### config.mk
export PLATFORM = sky130hd
export DESIGN_NAME = bsg_chip_link_bringup_seq
export DESIGN_NICKNAME = d
export VERILOG_FILES = /design/src/rtl/bsg_chip_link_bringup_seq.sv
export SDC_FILE = /design/constraint.sdc
export NUM_CORES = 1
export LEC_CHECK = 0
export ABC_AREA = 1
export CAP_MARGIN = 10
export CORE_MARGIN = 5
export CORE_UTILIZATION = 50
export CTS_CLUSTER_SIZE = 14
export DETAILED_ROUTE_END_ITERATION = 10
export GPL_ROUTABILITY_DRIVEN = 0
export GPL_TIMING_DRIVEN = 1
export PLACE_DENSITY = 0.78
export SLEW_MARGIN = 20
export SYNTH_ARGS = -nofsm -noshare
export SYNTH_HDL_FRONTEND = slang
export SYNTH_SLANG_ARGS = --single-unit
### constraint.sdc
create_clock -name clk_i -period 4.6 [get_ports clk_i]
set_clock_uncertainty 0.2 [all_clocks]
set_input_delay 1.15 -clock clk_i [delete_from_list [all_inputs] [get_ports clk_i]]
set_output_delay 1.15 -clock clk_i [all_outputs]
set_load 0.01 [all_outputs]
### src/rtl/bsg_chip_link_bringup_seq.sv
// bsg_chip_link_bringup_seq
// Sequences the reset pins of every selected bsg_link from a single start pulse.
// Order: assert all -> token pulse high -> token low -> release upstream io ->
// release downstream io -> release core. Each stage holds for W cycles.
// Every output pin is driven straight from its own flop.
module bsg_chip_link_bringup_seq #(
   parameter int num_links_p  = 18,
   parameter int wait_width_p = 16
) (
   input  logic                    clk_i,
   input  logic                    reset_i,
   input  logic                    start_i,
   input  logic                    abort_i,
   input  logic [num_links_p-1:0]  link_mask_i,
   input  logic [wait_width_p-1:0] wait_cycles_i,
   output logic [num_links_p-1:0]  token_reset_o,
   output logic [num_links_p-1:0]  io_up_reset_o,
   output logic [num_links_p-1:0]  io_dn_reset_o,
   output logic [num_links_p-1:0]  core_reset_o,
   output logic                    busy_o,
   output logic                    done_o
);

   localparam logic [2:0] st_idle_lp   = 3'd0;
   localparam logic [2:0] st_assert_lp = 3'd1;
   localparam logic [2:0] st_tok_hi_lp = 3'd2;
   localparam logic [2:0] st_tok_lo_lp = 3'd3;
   localparam logic [2:0] st_io_up_lp  = 3'd4;
   localparam logic [2:0] st_io_dn_lp  = 3'd5;
   localparam logic [2:0] st_done_lp   = 3'd6;

   localparam logic [wait_width_p-1:0] cnt_zero_lp = {wait_width_p{1'b0}};
   localparam logic [wait_width_p-1:0] cnt_one_lp  = {{(wait_width_p-1){1'b0}}, 1'b1};
   localparam logic [num_links_p-1:0]  links_one_lp  = {num_links_p{1'b1}};
   localparam logic [num_links_p-1:0]  links_zero_lp = {num_links_p{1'b0}};

   logic [2:0]              state_q, state_d;
   logic [wait_width_p-1:0] cnt_q, cnt_d;
   logic [wait_width_p-1:0] w_q, w_d;
   logic [num_links_p-1:0]  mask_q, mask_d;
   logic [num_links_p-1:0]  tok_q, tok_d;
   logic [num_links_p-1:0]  up_q, up_d;
   logic [num_links_p-1:0]  dn_q, dn_d;
   logic [num_links_p-1:0]  core_q, core_d;
   logic                    busy_q, busy_d;
   logic                    done_q, done_d;
   logic [wait_width_p-1:0] w_in_s;
   logic [num_links_p-1:0]  abort_sel_s;
   logic                    idle_like_s;

   // Sequencer state, stage hold counter and the operands latched at start.
   always_comb begin
      state_d     = state_q;
      cnt_d       = cnt_q;
      w_d         = w_q;
      mask_d      = mask_q;
      w_in_s      = (wait_cycles_i == cnt_zero_lp) ? cnt_one_lp : wait_cycles_i;
      idle_like_s = (state_q == st_idle_lp) || (state_q == st_done_lp);
      if (abort_i) begin
         state_d = st_idle_lp;
         cnt_d   = cnt_zero_lp;
      end else if (idle_like_s) begin
         if (start_i) begin
            mask_d  = link_mask_i;
            w_d     = w_in_s;
            cnt_d   = w_in_s - cnt_one_lp;
            state_d = st_assert_lp;
         end else begin
            state_d = state_q;
         end
      end else if (cnt_q == cnt_zero_lp) begin
         // Stage expired: move on and reload the hold count for the next stage.
         cnt_d = w_q - cnt_one_lp;
         case (state_q)
            st_assert_lp: state_d = st_tok_hi_lp;
            st_tok_hi_lp: state_d = st_tok_lo_lp;
            st_tok_lo_lp: state_d = st_io_up_lp;
            st_io_up_lp:  state_d = st_io_dn_lp;
            st_io_dn_lp:  state_d = st_done_lp;
            default:      state_d = st_idle_lp;
         endcase
      end else begin
         cnt_d = cnt_q - cnt_one_lp;
      end
   end

   // Next pin levels: only links in the active mask move; others hold their bits.
   always_comb begin
      tok_d       = tok_q;
      up_d        = up_q;
      dn_d        = dn_q;
      core_d      = core_q;
      busy_d      = busy_q;
      done_d      = done_q;
      abort_sel_s = busy_q ? mask_q : link_mask_i;
      if (abort_i) begin
         tok_d  = tok_q & ~abort_sel_s;
         up_d   = up_q | abort_sel_s;
         dn_d   = dn_q | abort_sel_s;
         core_d = core_q | abort_sel_s;
         busy_d = 1'b0;
         done_d = 1'b0;
      end else begin
         case (state_d)
            st_assert_lp: begin
               tok_d  = tok_q & ~mask_d;
               up_d   = up_q | mask_d;
               dn_d   = dn_q | mask_d;
               core_d = core_q | mask_d;
               busy_d = 1'b1;
               done_d = 1'b0;
            end
            st_tok_hi_lp: tok_d  = tok_q | mask_d;
            st_tok_lo_lp: tok_d  = tok_q & ~mask_d;
            st_io_up_lp:  up_d   = up_q & ~mask_d;
            st_io_dn_lp:  dn_d   = dn_q & ~mask_d;
            st_done_lp: begin
               core_d = core_q & ~mask_d;
               busy_d = 1'b0;
               done_d = 1'b1;
            end
            default: begin
               tok_d = tok_q;
            end
         endcase
      end
   end

   // State and output flops; reset parks every link in reset with token low.
   always_ff @(posedge clk_i or posedge reset_i) begin
      if (reset_i) begin
         state_q <= st_idle_lp;
         cnt_q   <= cnt_zero_lp;
         w_q     <= cnt_one_lp;
         mask_q  <= links_zero_lp;
         tok_q   <= links_zero_lp;
         up_q    <= links_one_lp;
         dn_q    <= links_one_lp;
         core_q  <= links_one_lp;
         busy_q  <= 1'b0;
         done_q  <= 1'b0;
      end else begin
         state_q <= state_d;
         cnt_q   <= cnt_d;
         w_q     <= w_d;
         mask_q  <= mask_d;
         tok_q   <= tok_d;
         up_q    <= up_d;
         dn_q    <= dn_d;
         core_q  <= core_d;
         busy_q  <= busy_d;
         done_q  <= done_d;
      end
   end

   assign token_reset_o = tok_q;
   assign io_up_reset_o = up_q;
   assign io_dn_reset_o = dn_q;
   assign core_reset_o  = core_q;
   assign busy_o        = busy_q;
   assign done_o        = done_q;

endmodule

==> results of run 1 <==
-- synth_stat cells, drive strengths merged --
cell    instances  share of area (%)
xor2            2               0.24
nand4           8               0.68
o22ai           7               0.59
a21boi         51                5.2
nor3            1              0.068
o21ai         179                 12
o31ai          17                1.7
o21bai          1               0.10
buf            17                1.3
nand2         315                 16
a21oi          22                1.5
nand3          57                4.3
nor2           47                2.8
ha              1               0.17
nand3b          4               0.41
inv           114                5.9
a31oi           2               0.17
xnor2           1               0.12
o21a            8               0.81
clkbuf         22                1.1
clkinv          1              0.051
dfrtp          72                 24
dfstp          55                 20
-- power groups by stage --
stage	Combinational (W)	Clock (W)	Sequential (W)
2_1_floorplan	0.00227	0	0.00217
3_3_place_gp	0.00342	0	0.00214
3_5_place_dp	0.00351	0	0.00213
4_1_cts	0.00354	0.00137	0.00214
5_1_grt	0.00400	0.00142	0.00220
6_report	0.00354	0.00136	0.00215
-- worst max-delay path: stages --
cell             delay, ns
clkdlybuf4s50_1       0.60
o21ai_0               0.13
nand2_1               0.08
inv_1                 0.06
nand3_2               0.14
inv_1                 0.13
nand2_1               0.19
buf_4                 0.30
nand3_4               0.31
nand2_1               0.21
nand2_1               0.07
o21ai_0               0.08
-- final cells by class --
| class | count | share of cell area (%) |
|---|---|---|
| clock inverters | 10 | 1.206 |
| inverters | 115 | 4.770 |
| flip-flops and latches | 127 | 35.17 |
| well taps | 184 | 2.494 |
| clock buffers | 22 | 5.245 |
| multi-input cells | 723 | 38.30 |
| repair buffers | 118 | 12.82 |
-- worst paths after layout --
kind	start	endpoint	slack, ns	depth (start not counted)
min reg2reg	register	register	0.28	2
max reg2reg	cnt_q[2]	register	1.46	14
min	register	register	0.28	2
min in group asynchronous	reset_i	w_q[13]	1.04	3
max	start_i	register	1.29	12
max in group asynchronous	reset_i	cnt_q[1]	2.58	3
-- layout by cell type, fill, tap and decap left out, types with 3 or more instances in the layout --
| master | netlist | layout |
|---|---|---|
| nand4_1 | 8 | 8 |
| nand2_2 | 5 | 5 |
| clkinv_2 | 0 | 4 |
| a21boi_0 | 50 | 50 |
| o21a_1 | 8 | 8 |
| nand3_1 | 53 | 52 |
| a21oi_1 | 22 | 22 |
| dfrtp_1 | 72 | 72 |
| dfstp_2 | 55 | 55 |
| nand3b_1 | 4 | 4 |
| clkbuf_16 | 0 | 17 |
| clkbuf_8 | 0 | 4 |
| o22ai_1 | 7 | 7 |
| inv_2 | 5 | 5 |
| nor2_1 | 43 | 43 |
| clkinvlp_4 | 0 | 4 |
| o21ai_1 | 51 | 51 |
| inv_1 | 107 | 106 |
| o21ai_0 | 125 | 125 |
| clkdlybuf4s50_1 | 0 | 110 |
| nand3_2 | 2 | 3 |
| buf_4 | 0 | 5 |
| o31ai_1 | 17 | 17 |
| nand2_1 | 308 | 308 |
-- metrics by stage --
step,util (%),power (W),instances,hold WS (ns)
finish,63.52,0.007046,1299,0.2836
floorplan,-,0.004443,1004,0.2534
global route,63.52,0.007616,1299,0.2974
detailed placement,59.43,0.005638,1267,0.2720
CTS,63.52,0.007043,1299,0.2835
global placement,59.43,0.005558,1267,0.2651
-- cell families after synthesis --
logic type | synth area share [%]
AND/OR/NAND/NOR | 24.69
AO/OA/AOI/OAI | 22.54
buffers and inverters | 8.342
flip-flops | 43.91
XOR/XNOR | 0.3554
adder cells (fa/ha/maj) | 0.1692
-- layer usage --
layer	track usage, %	up-vias
met3	6.002	37
met4	7.600	0
met5	0	-
li1	-	3504
met1	32.38	3297
met2	38.09	264
==> impl_metrics.tcl, run 1 <==
set metrics [dict create \
    status "finished, final reports clean" \
    clock_tree.buffer_depth 2 \
    vias 7102 \
    dp_hpwl_mm 13.28 \
    drc 0 \
    drt-initial-drc-count 613 \
    grt_pass1_wl_mm 34.42 \
    hold_viol 0 \
    multi_input_area_sq_um 3536 \
    die_area_sq_um 17320 \
    area_growth_pct 24.86 \
    diodes 0 \
    power.share.clock_pct 19.3 \
    comb_power_share_pct 50.3 \
    min_period_ns 3.312 \
    routed-wl-met2_mm 9.616 \
    viasPerCell 5.467 \
    routedWlPerCell_microns 15.86 \
    wl_met3_mm 1.485 \
    cp-end-kind "register" \
    period_share_pct 71.99 \
    syn_area_sq_um 7395 \
    holdBufCountCts 0 \
    overflow 0 \
    cts-root-buf "clkbuf_16" \
    fin_area_sq_um 9233 \
    antenna_found_initial 0 \
    postLayoutSetupSlackWorst_ns 1.288 \
    placed_cell_area_sq_um 8637 \
    setup_viol 0 \
    num_rows 44 \
    fmax_ghz 0.3020 \
    first_pass_iters 7 \
    power.switching_w 0.003069 \
    yosys.cell_types.count 38 \
    worst_ir_drop_vdd_mv 0.3707 \
    power.internal_w 0.003977 \
    cts_made_buffers 17 \
    post_cts_buffers 0 \
    grt.total_usage_pct 23.97 \
    highest_layer "met4" \
    io_buffers 111 \
    cp-start-kind "input port" \
    tritoncts "done" \
    initial_core_util_pct 50.88 \
    syn_nets 1043 \
    clk_pin_slew_ns 0.06 \
    layout.area.seq_sq_um 3247 \
    nets 1141 \
    max_slew_margin_pct 36.60 \
    critPathRequiredTime_ns 4.75 \
    synth_cells 1004 \
    n_fill_cell 1264 \
    grt_max_degree 128 \
    fin_tns_setup_ns 0 \
    cts-resized-gates 0 \
    dpl_worst_slack_ns 0.8788 \
    die_x_microns 131.6 \
    ys_seq_area_share_pct 43.91 \
    power_density_nw_per_um2 763.2 \
    hold_path_class "reg -> reg" \
    tightest_slew_ns 0.9486 \
    netSwitchingFraction_pct 43.56 \
    ys_seq_elements 127 \
    yosys_warnings 0 \
    drive_above_1_share_pct 10.85 \
    report.final.slew_viol_count 0 \
    wl_mm 20.60 \
    htree_levels 4 \
    seq_power_share_pct 30.4 \
    cts_sinks 127 \
    rsz0062_at_grt "false" \
    synth_area_per_cell_sq_um 7.365 \
    clk_latency_ns 0.43 \
    worstSetupPathType "in -> reg" \
    io_pins 112 \
    power_leakage_nw 4.226 \
    grt_pass1_vias 6945 \
    die_y_microns 131.6 \
    maxCapViolations 0 \
    crit_fanout 19 \
    ant_nets 0 \
    coreArea_sq_um 14530 \
    wl_met1_mm 9.100 \
    cp.arrival_ns 3.46 \
]
Note: power is estimated with default switching activity, not from simulation.
==> run 2, diff against run 1 <==
Settings changed: PLACE_DENSITY 0.78 to 0.75.
Clock period 4.6 ns to 3.1 ns, I/O delays scaled along.
==> impl_metrics.tcl, run 2 (same netlist as run 1, synthesis figures left out) <==
set metrics [dict create \
    status "finished, final reports clean" \
    diodes 0 \
    initial_core_util_pct 50.88 \
    nets 1161 \
    dp_hpwl_mm 14.18 \
    antenna_found_initial 0 \
    layout_commonest_cell "nand2_1" \
    reg2reg_depth 12 \
    htree_levels 4 \
    rrSetupSlack_ns 0.42 \
    grt_pass1_wl_mm 34.89 \
    fin_tns_setup_ns 0 \
    io_buffers 111 \
    tightest_slew_ns 0.5903 \
    final_util_pct 64.23 \
    post_cts_buffers 0 \
    area_growth_pct 26.24 \
    worstSetupPathType "reg -> reg" \
    vias 7219 \
    layout.area.seq_sq_um 3247 \
    fin_area_sq_um 9335 \
    period_share_pct 86.34 \
    crit_fanout 19 \
    power_density_nw_per_um2 1122 \
    viasPerCell 5.481 \
    max_slew_margin_pct 60.56 \
    cts-root-buf "clkbuf_16" \
    clk_pin_slew_ns 0.05 \
    coreArea_sq_um 14530 \
    worst_ir_drop_vdd_mv 0.5714 \
    holdBufCountCts 0 \
    die_y_microns 131.6 \
    num_rows 44 \
    ant_nets 0 \
    drive_above_1_share_pct 11.65 \
    grt.total_usage_pct 24.48 \
    hold_path_class "reg -> reg" \
    cp-end-kind "register" \
    hold_viol 0 \
    overflow 0 \
    cp.arrival_ns 2.81 \
    wl_mm 21.32 \
    die_x_microns 131.6 \
    rsz0062_at_grt "false" \
    cts-resized-gates 0 \
    drt-initial-drc-count 703 \
    cts_made_buffers 17 \
    clock_tree.buffer_depth 2 \
    drc 0 \
    dp.cells 1287 \
    maxCapViolations 0 \
    r2r-start "cnt_q[2]" \
    setup_viol 0 \
    tritoncts "done" \
    power_w 0.01048 \
    fmax_ghz 0.3736 \
    report.final.slew_viol_count 0 \
    final_cell_mix "nand2_1, o21ai_0, clkdlybuf4s50_1, inv_1, dfrtp_1" \
    power_leakage_nw 4.296 \
    cts_sinks 127 \
    cp-start-kind "register" \
    critPathLaunch "cnt_q[2]" \
    clk_latency_ns 0.42 \
    placed_cell_area_sq_um 8812 \
    post_layout_nonfiller_instances 1317 \
    n_fill_cell 1235 \
    min_period_ns 2.677 \
    grt_max_degree 42 \
    io_pins 112 \
    die_area_sq_um 17320 \
    multi_input_area_sq_um 3536 \
    grt_pass1_vias 6838 \
    first_pass_iters 5 \
    critPathRequiredTime_ns 3.23 \
    routedWlPerCell_microns 16.19 \
]
[run 2: through the flow]
stage,setup slack [ns],hold slack [ns]
2_1_floorplan,0.6026,0.2534
4_1_cts,0.4395,0.2804
5_1_grt,0.2336,0.2975
3_5_place_dp,0.08832,0.2711
3_3_place_gp,0.1466,0.2655
6_report,0.4234,0.2790
[run 2: worst min path at each step]
stage / slack [ns] / cells past startpoint / startpoint / to
floorplan: 0.25 / 2 / w_q[15] / w_q[15]
detailed placement: 0.27 / 2 / register / register
global placement: 0.27 / 2 / register / register
CTS: 0.28 / 2 / register / register
global route: 0.30 / 2 / register / register
finish: 0.28 / 2 / register / register
[run 2: report_power, final]
group,internal [W],switching [W]
Clock,0.00113,0.000690
Combinational,0.00214,0.00336
Sequential,0.00263,0.000526
[run 2: cell type report]
cell class,count,area share (%)
clock buffer,27,5.174
multi-input combinational,723,37.88
tap,184,2.466
timing repair buffer,138,14.56
clock inverter,3,0.4289
sequential,127,34.78
inverter,115,4.718
[run 2: critical path, cell delays in order (launching register included)]
cell and delay (ns):
dfrtp_1 0.38, nor2_1 0.13, nand2_1 0.11, nor2_4 0.26, buf_4 0.23, nand4_1 0.13
nand3_1 0.11, nand3_2 0.07, inv_1 0.16, nand2_1 0.17, nand3_4 0.31, nand2_1 0.13
o21ai_0 0.20
[run 2: per-layer routing]
metal | vias to the layer above | global-route usage (%) | part of all wire (%)
met5 | - | 0 | 0
met4 | 0 | 8.000 | 2.0
met3 | 40 | 5.810 | 6.5
met2 | 276 | 38.49 | 47
met1 | 3370 | 33.51 | 44
li1 | 3533 | - | -
